==> src/rtl/stopwatch_control_if.sv <==
// Button/status bundle between the debouncers, the stopwatch control FSM and
// the counter/display datapath.
// The master side drives button levels and at_max; the slave side is the controller.
interface stopwatch_control_if;
    logic       start_btn;
    logic       stop_btn;
    logic       reset_btn;
    logic       lap_btn;
    logic       at_max;
    logic       count_en;
    logic       clear;
    logic       running;
    logic       hold;
    logic       latch;
    logic [1:0] state;

    modport master (
        output start_btn, stop_btn, reset_btn, lap_btn, at_max,
        input  count_en, clear, running, hold, latch, state
    );

    modport slave (
        input  start_btn, stop_btn, reset_btn, lap_btn, at_max,
        output count_en, clear, running, hold, latch, state
    );
endinterface

==> src/rtl/stopwatch_control.sv <==
// Stopwatch control FSM.
// Turns debounced button levels into run/pause/clear sequencing and divides clk
// into one-cycle count ticks for the seconds counter. It also handles lap-hold
// of the display and stops counting at the terminal value.
module stopwatch_control #(
    parameter int TICK_DIV = 100_000_000
) (
    input  logic                 clk,
    input  logic                 rst_n,
    stopwatch_control_if.slave   bus
);
    localparam int PW = (TICK_DIV > 1) ? $clog2(TICK_DIV) : 1;
    localparam logic [PW-1:0] PSC_LAST = PW'(TICK_DIV - 1);

    typedef enum logic [1:0] {
        IDLE   = 2'd0,
        RUN    = 2'd1,
        PAUSED = 2'd2,
        MAXED  = 2'd3
    } state_t;

    // Button order inside the vectors: {lap, start, stop, reset}.
    logic [3:0]    btn;
    logic [3:0]    btn_prev_reg;
    logic [3:0]    press;

    state_t        state_reg, state_next;
    logic [PW-1:0] psc_reg, psc_next;
    logic          hold_reg, hold_next;
    logic          count_en_reg, count_en_next;
    logic          clear_reg, clear_next;
    logic          latch_reg, latch_next;
    logic          running_reg, running_next;

    logic          press_reset, press_stop, press_start, press_lap;

    assign btn         = {bus.lap_btn, bus.start_btn, bus.stop_btn, bus.reset_btn};
    assign press       = btn & ~btn_prev_reg;
    assign press_reset = press[0];
    assign press_stop  = press[1];
    assign press_start = press[2];
    assign press_lap   = press[3];

    // Previous-sample registers. They load 1 in reset, so a button held through
    // reset does not count as a press.
    always_ff @(posedge clk) begin
        if (!rst_n) begin
            btn_prev_reg <= 4'b1111;
        end else begin
            btn_prev_reg <= btn;
        end
    end

    // State, prescaler and registered outputs.
    always_ff @(posedge clk) begin
        if (!rst_n) begin
            state_reg    <= IDLE;
            psc_reg      <= '0;
            hold_reg     <= 1'b0;
            count_en_reg <= 1'b0;
            clear_reg    <= 1'b0;
            latch_reg    <= 1'b0;
            running_reg  <= 1'b0;
        end else begin
            state_reg    <= state_next;
            psc_reg      <= psc_next;
            hold_reg     <= hold_next;
            count_en_reg <= count_en_next;
            clear_reg    <= clear_next;
            latch_reg    <= latch_next;
            running_reg  <= running_next;
        end
    end

    // Next-state logic. Only the highest-priority legal press is acted on
    // (reset > stop > start > lap). RUN keeps counting unless stop or reset wins.
    always_comb begin
        state_next    = state_reg;
        psc_next      = psc_reg;
        hold_next     = hold_reg;
        count_en_next = 1'b0;
        clear_next    = 1'b0;
        latch_next    = 1'b0;

        if (press_reset) begin
            state_next = IDLE;
            psc_next   = '0;
            hold_next  = 1'b0;
            clear_next = 1'b1;
        end else if (press_stop && state_reg == RUN) begin
            // Stop wins even on the wrap edge: the prescaler stays put, so a
            // pause at TICK_DIV-1 ticks on the first edge after resuming.
            state_next = PAUSED;
        end else if (press_start && (state_reg == IDLE || state_reg == PAUSED)) begin
            state_next = RUN;
            if (state_reg == IDLE) begin
                psc_next = '0;
            end
        end else begin
            if (press_lap && state_reg != IDLE) begin
                hold_next  = ~hold_reg;
                latch_next = ~hold_reg;
            end
            if (state_reg == RUN) begin
                if (psc_reg == PSC_LAST) begin
                    psc_next = '0;
                    if (bus.at_max) begin
                        state_next = MAXED;
                    end else begin
                        count_en_next = 1'b1;
                    end
                end else begin
                    psc_next = psc_reg + 1'b1;
                end
            end
        end

        running_next = (state_next == RUN);
    end

    assign bus.count_en = count_en_reg;
    assign bus.clear    = clear_reg;
    assign bus.running  = running_reg;
    assign bus.hold     = hold_reg;
    assign bus.latch    = latch_reg;
    assign bus.state    = state_reg;
endmodule
==> src/flat_wrapper.sv <==
// flat-port wrapper written by rule: the top's interface ports become plain ports
module stopwatch_control_flat 
#(
    parameter int TICK_DIV = 100_000_000
)
  (clk, rst_n, bus_start_btn, bus_stop_btn, bus_reset_btn, bus_lap_btn, bus_at_max, bus_count_en, bus_clear, bus_running, bus_hold, bus_latch, bus_state);
  stopwatch_control_if bus_i ();
  input  logic clk;
  input  logic rst_n;
  input wire logic [$bits(bus_i.start_btn)-1:0] bus_start_btn;
  input wire logic [$bits(bus_i.stop_btn)-1:0] bus_stop_btn;
  input wire logic [$bits(bus_i.reset_btn)-1:0] bus_reset_btn;
  input wire logic [$bits(bus_i.lap_btn)-1:0] bus_lap_btn;
  input wire logic [$bits(bus_i.at_max)-1:0] bus_at_max;
  output wire logic [$bits(bus_i.count_en)-1:0] bus_count_en;
  output wire logic [$bits(bus_i.clear)-1:0] bus_clear;
  output wire logic [$bits(bus_i.running)-1:0] bus_running;
  output wire logic [$bits(bus_i.hold)-1:0] bus_hold;
  output wire logic [$bits(bus_i.latch)-1:0] bus_latch;
  output wire logic [$bits(bus_i.state)-1:0] bus_state;
  assign bus_i.start_btn = bus_start_btn;
  assign bus_i.stop_btn = bus_stop_btn;
  assign bus_i.reset_btn = bus_reset_btn;
  assign bus_i.lap_btn = bus_lap_btn;
  assign bus_i.at_max = bus_at_max;
  assign bus_count_en = bus_i.count_en;
  assign bus_clear = bus_i.clear;
  assign bus_running = bus_i.running;
  assign bus_hold = bus_i.hold;
  assign bus_latch = bus_i.latch;
  assign bus_state = bus_i.state;
  stopwatch_control #(.TICK_DIV(TICK_DIV)) u_core (.clk(clk), .rst_n(rst_n), .bus(bus_i));
endmodule
==> config.mk <==
export PLATFORM = sky130hd
export DESIGN_NAME = stopwatch_control_flat
export DESIGN_NICKNAME = d
export VERILOG_FILES = /design/src/rtl/stopwatch_control_if.sv /design/src/rtl/stopwatch_control.sv /design/src/flat_wrapper.sv
export SDC_FILE = /design/constraint.sdc
export NUM_CORES = 1
export LEC_CHECK = 0
export CORE_MARGIN = 1
export CORE_UTILIZATION = 60
export CTS_CLUSTER_DIAMETER = 80
export DETAILED_ROUTE_END_ITERATION = 7
export GPL_ROUTABILITY_DRIVEN = 0
export PLACE_DENSITY = 0.82
export SLEW_MARGIN = 20
export SYNTH_ARGS = -nofsm -noshare
export SYNTH_HDL_FRONTEND = slang
export SYNTH_SLANG_ARGS = --single-unit
==> constraint.sdc <==
create_clock -name clk -period 4.4 [get_ports clk]
set_clock_uncertainty 0.15 [all_clocks]
set_input_delay 0.88 -clock clk [delete_from_list [all_inputs] [get_ports clk]]
set_output_delay 0.88 -clock clk [all_outputs]
set_load 0.02 [all_outputs]
# Yosys cells after proc, flatten, opt, wreduce, memory -nomap -nowiden
# Index checks and enable logic that the tools add are counted.
# W data, S select, Z words.
# totals
word_cells,47
ff_bits,38
out_inout_bits,7
inputBits,7
# op_classes
bitwise_logic,9
n_addsub,1
n_reduce_logical,12
muxes,12
n_eq_ne,5
# op_table
operator,count
$mux W27,4
$add A27 B1 Y27 const B,1
$eq A27 B27 Y1 const B,1
$mux W2,6
$not A1 Y1,7
$reduce_and A3 Y1,2
$reduce_or A6 Y1,1
$reduce_or A5 Y1,1
$and A4 B4 Y4,1
$eq A2 B1 Y1 const B,2
$not A4 Y4,1
$reduce_bool A2 Y1,2
$logic_and A1 B1 Y1,3
$eq A2 B2 Y1 const B,1
$logic_not A2 Y1,1
$mux W1,2
$ne A2 B1 Y1 const B,1
$reduce_or A2 Y1,1
$logic_or A1 B1 Y1,1

# Logic depth before layout (Yosys ltp)
# logic_depth
word_depth,7
ltp_mapped,7

# Worst setup path after synthesis
# No wires, ideal clock.
# synth_timing
kind,input port to flip-flop
from,in bus_stop_btn
to,reg u_core.psc_reg[9]
n_path_buf,1
slack_ns,1.957
arrival_time_ns,2.176
path_stages,6
cell_sequence,or2b_2 a31oi_1 clkbuf_1 nor3_1 xnor2_1 nor2_1
# synth_via
elab_chain_len,4
# synth_lines
element,line_no,source
start: declaration,flat_wrapper.sv:11,input wire logic [$bits(bus_i.stop_btn)-1:0] bus_stop_btn;
$and A4 B4 Y4,stopwatch_control.sv:38,assign press = btn & ~btn_prev_reg;
$logic_and A1 B1 Y1,stopwatch_control.sv:90,end else if (press_stop && state_reg == RUN) begin
$not A1 Y1 (no line),-,
$reduce_and A3 Y1 (no line),-,
end signal: assignment,stopwatch_control.sv:66,psc_reg <= psc_next;
end: declaration,stopwatch_control.sv:28,"logic [PW-1:0] psc_reg, psc_next;"
# No other way between the ends.
# A chain may end at the register's enable or synchronous reset.

# Worst setup path after layout
# layout_timing
from,in bus_start_btn
to,reg u_core.psc_reg[26]
# layout_via
elab_chain_len,4
# layout_lines
element,line_no,source
start: declaration,flat_wrapper.sv:10,input wire logic [$bits(bus_i.start_btn)-1:0] bus_start_btn;
$and A4 B4 Y4 *,stopwatch_control.sv:38,
$logic_and A1 B1 Y1 *,stopwatch_control.sv:94,end else if (press_start && (state_reg == IDLE || state_reg == PAUSED)) begin
$ne A2 B1 Y1 (no line) or $reduce_bool A2 Y1 (tied branches),-,
$reduce_and A3 Y1 (no line),-,
# Mark *: on every way between the ends. The rest lies on a longest branch, timed or not.

==> summary.md <==
| Metric | Value |
|---|---|
| Outcome | `complete, no violations` |
| Highest fanout seen on the critical path | `22` |
| Maximum operating frequency | `329.5 MHz` |
| Combinational cell fraction of total power | `0.058` |
| Non-filler instance count after layout | `249` |
| Number of cells in the design after placement | `between 200 and 250` |
| Worst supply voltage drop on vdd | `0.0004019 V` |
| Antenna violations before repair | `0` |
| Worst hold slack | `roughly 280 ps` |
| Slowest Stage Delay on Critical Path | `between 500 and 600 ps` |
| Fin util | `0.7170` |
| Sequential share of power | `0.568` |
| Sink count of the clock tree | `38` |
| Worst slew pin tran | `~710 ps` |
| Buffer cell driving the clock tree root | `clkbuf_4` |
| Commonest non-fill, non-tap cells in the layout | `dfxtp_1, nor2_1, xnor2_1, nand2_1` |
| Antenna-violating nets left | `0` |
| Power per standard cell area | `310.3 mW/mm²` |
| Fill cell instance count of the final layout | `about 210` |
| TritonCTS clock tree | `yes` |
| GRT Residual Overflow | `0` |
| First-pass GRT wire length | `6313 µm` |
| Worst R2R Start | `u_core.psc_reg[0]` |
| Crit share post-route | `0.6897` |
| Classification of the worst setup path | `in2reg` |
| Number of buffers inserted by post-CTS setup repair | `0` |
| Crit path arrival time | `3180 ps` |
| Dominant cells by area after synthesis | `dfxtp_1, xnor2_1, nor2_1` |
| Share of synthesized area occupied by flip-flops and latches | `0.4303` |
| Most frequent standard cell in the layout excluding fill and tap cells | `dfxtp_1` |
| Total via count in the routed design | `between 1,500 and 2,000` |
| CTS Hold Buffers Added | `0` |
| Avg Vias per Cell | `6.056` |
| FP Rows | `19` |
| Adder and majority gate portion of the synthesized area | `0.007077` |
| Hold violation count in the final report | `0` |
| Xor/xnor cell area share of the yosys netlist | `0.1139` |
| Htree depth | `2` |
| Post-place setup slack | `~900 ps` |
| Number of buffers created by CTS | `5` |
| Number of I/O port buffers | `13` |
| Placed standard-cell area | `0.001911 mm²` |
| Combinational family with the most area after synthesis | `simple AND/OR/NAND/NOR gates` |
| Timing startpoint of the critical path | `bus_start_btn` |
| Die Width | `approximately 56 µm` |
| Setup TNS Final | `0 ps` |
| Maximum number of pins on one net before global-route repair | `28` |
| Area Overhead vs Synth | `12.81%` |
| Warnings from Yosys | `0` |
| HP Start | `u_core.btn_prev_reg[0]` |
| Total I/O pin count | `14` |
| Clock network latency to the later pin of the worst-skew pair | `350 ps` |
| Maximum clock insertion buffer count | `2` |
| Post-synthesis average cell area | `~8.7 µm²` |
| Top-area cell type share of the netlist area | `0.4303` |
| Vias in the first global route | `between 1,000 and 1,500` |
| Iteration count of the initial detailed-routing pass | `5` |
| Area of the mapped netlist | `~0.0018 mm²` |
| Relative slew slack | `0.5219` |
| Net count of the mapped netlist | `~210` |
| Effective utilization at floorplan | `0.6356` |
| Core box area | `0.002781 mm²` |
| Required time of the worst setup path | `between 4000 and 5000 ps` |
| Mean routed wirelength per cell | `14.98 µm` |
| Cells resized by post-CTS repair | `0` |
| Number of flip-flops in the largest register | `27` |
| Final Max Slew Viols | `0` |
| Setup repair after global routing missed its margin | `no` |
| Die footprint | `between 0.003 and 0.004 mm²` |
| Clock edge transition at the registers on the reported setup and hold paths | `around 110 ps` |
| Share of cell area taken by muxes after synthesis | `0` |
| Part of the power in the clock network | `0.374` |
| Seq cells post-synth | `38` |
| Wirelength, routed | `between 3000 and 4000 µm` |
| Share of the synthesized area in compound gates (AO/OA/AOI/OAI) | `0.06582` |
| Synth area leader | `dfxtp_1` |
| Simple-Gate Fraction of Synth Area | `0.3517` |
| Post-detailed-placement half-perimeter wirelength | `2646 µm` |
| Synthesized instance count | `approximately 200` |
| Post-layout minimum cycle time | `just over 3000 ps` |
| Ratio of cells with drive above 1 in the final layout | `0.1009` |
| Number of nets in the finished design | `between 200 and 250` |
| Lkg Pwr | `0.6164 nW` |
| Fin area | `approximately 0.002 mm²` |
| Overall global routing resource usage | `0.2613` |
| Internal Dissipation | `483.1 µW` |
| Proportion of total power due to net switching | `0.2193` |
| Number of unique standard cell types used by synthesis | `a little over 40` |
| Crit path max-delay cell type | `nor4b_1` |
| Final total power | `about 620 µW` |
| Diodes inserted | `0` |
| Sort of element at the end of the critical path | `register` |
| Initial DRC Count | `52` |
| Setup-violating endpoint count in the final report | `0` |
| Die Y | `roughly 56 µm` |
| Crit-path cells | `clkdlybuf4s50_1, nor4b_1, a31oi_4, or3_4, or3_1, a21oi_2` |
| Path category of the worst min-delay check | `reg2reg` |
| DRC viols | `0` |
| Post-layout worst setup margin | `1365 ps` |
| Max-cap viol count | `0` |
| Power spent charging and discharging nets | `between 100 and 150 µW` |
| Nature of the critical path startpoint | `input pin` |
-- cell type report --
cell class              count  area (µm²)  area share
flip-flops and latches     38       760.7      0.3814
well taps                  31       38.79     0.01945
inverters                   6       22.52     0.01129
clock buffers               7       45.04     0.02258
clock inverters             1       30.03     0.01506
repair buffers             13       130.1     0.06524
multi-input cells         153       967.2      0.4849
-- worst paths after layout --
check	end	slack (ps)	depth (start not counted)
worst max-delay path	u_core.psc_reg[26]	1370	6
worst min-delay path	u_core.bus.clear	280	1
worst max register to register	u_core.psc_reg[14]	1840	6
worst min register to register	u_core.bus.clear	280	1
-- Yosys cell counts --
cell type / number
and2_2: 1
nor3b_1: 2
clkbuf_1: 3
xnor2_1: 20
or3_4: 1
nand2b_1: 5
o41ai_1: 1
or3b_2: 1
or2_2: 2
xor2_1: 3
nand4b_1: 1
a21oi_2: 1
and4_2: 2
inv_1: 6
and3_2: 1
or3_1: 2
a21boi_1: 1
and3_1: 5
dfxtp_1: 38
or4b_2: 1
and4_1: 1
nor2_1: 26
a31o_2: 1
o21ai_0: 4
nor4_1: 13
nand4_1: 6
nand4_2: 1
nor4b_1: 1
ha_1: 1
a21oi_1: 5
nor4_2: 1
a31oi_1: 3
nand3_1: 9
nand3b_1: 3
nand2_1: 18
buf_6: 1
or2b_2: 1
nor3_1: 7
o21bai_4: 1
or4_1: 1
buf_2: 2
-- routing by layer --
layer  track usage  part of all wire
met1        0.3200              0.45
met2        0.4167              0.49
met3       0.07373             0.040
met4        0.1394             0.018
met5             0                 0
-- kinds of logic after synthesis --
| family | Yosys count |
|---|---|
| DFF | 38 |
| and+or+nand+nor | 112 |
| buffers and inverters | 12 |
| xor gates and xnor gates | 23 |
| adders and majority gates | 1 |
| AOI/OAI and AO/OA | 17 |
-- worst max-delay path, delay by kind of cell --
family                 cells  cell delay [ps]
AOI/OAI and AO/OA          2              380
and+or+nand+nor            3             1420
buffers and inverters      1              490
-- power groups by stage --
| stage | Sequential (mW) | Combinational, mW | Clock [mW] |
|---|---|---|---|
| 6_report | 0.351 | 0.0361 | 0.232 |
| 5_1_grt | 0.352 | 0.0395 | 0.247 |
| 4_1_cts | 0.351 | 0.0354 | 0.233 |
| 3_5_place_dp | 0.359 | 0.0351 | 0 |
| 3_3_place_gp | 0.359 | 0.0334 | 0 |
| 2_1_floorplan | 0.360 | 0.0208 | 0 |
No activity file was read; power rests on OpenSTA's default activity.
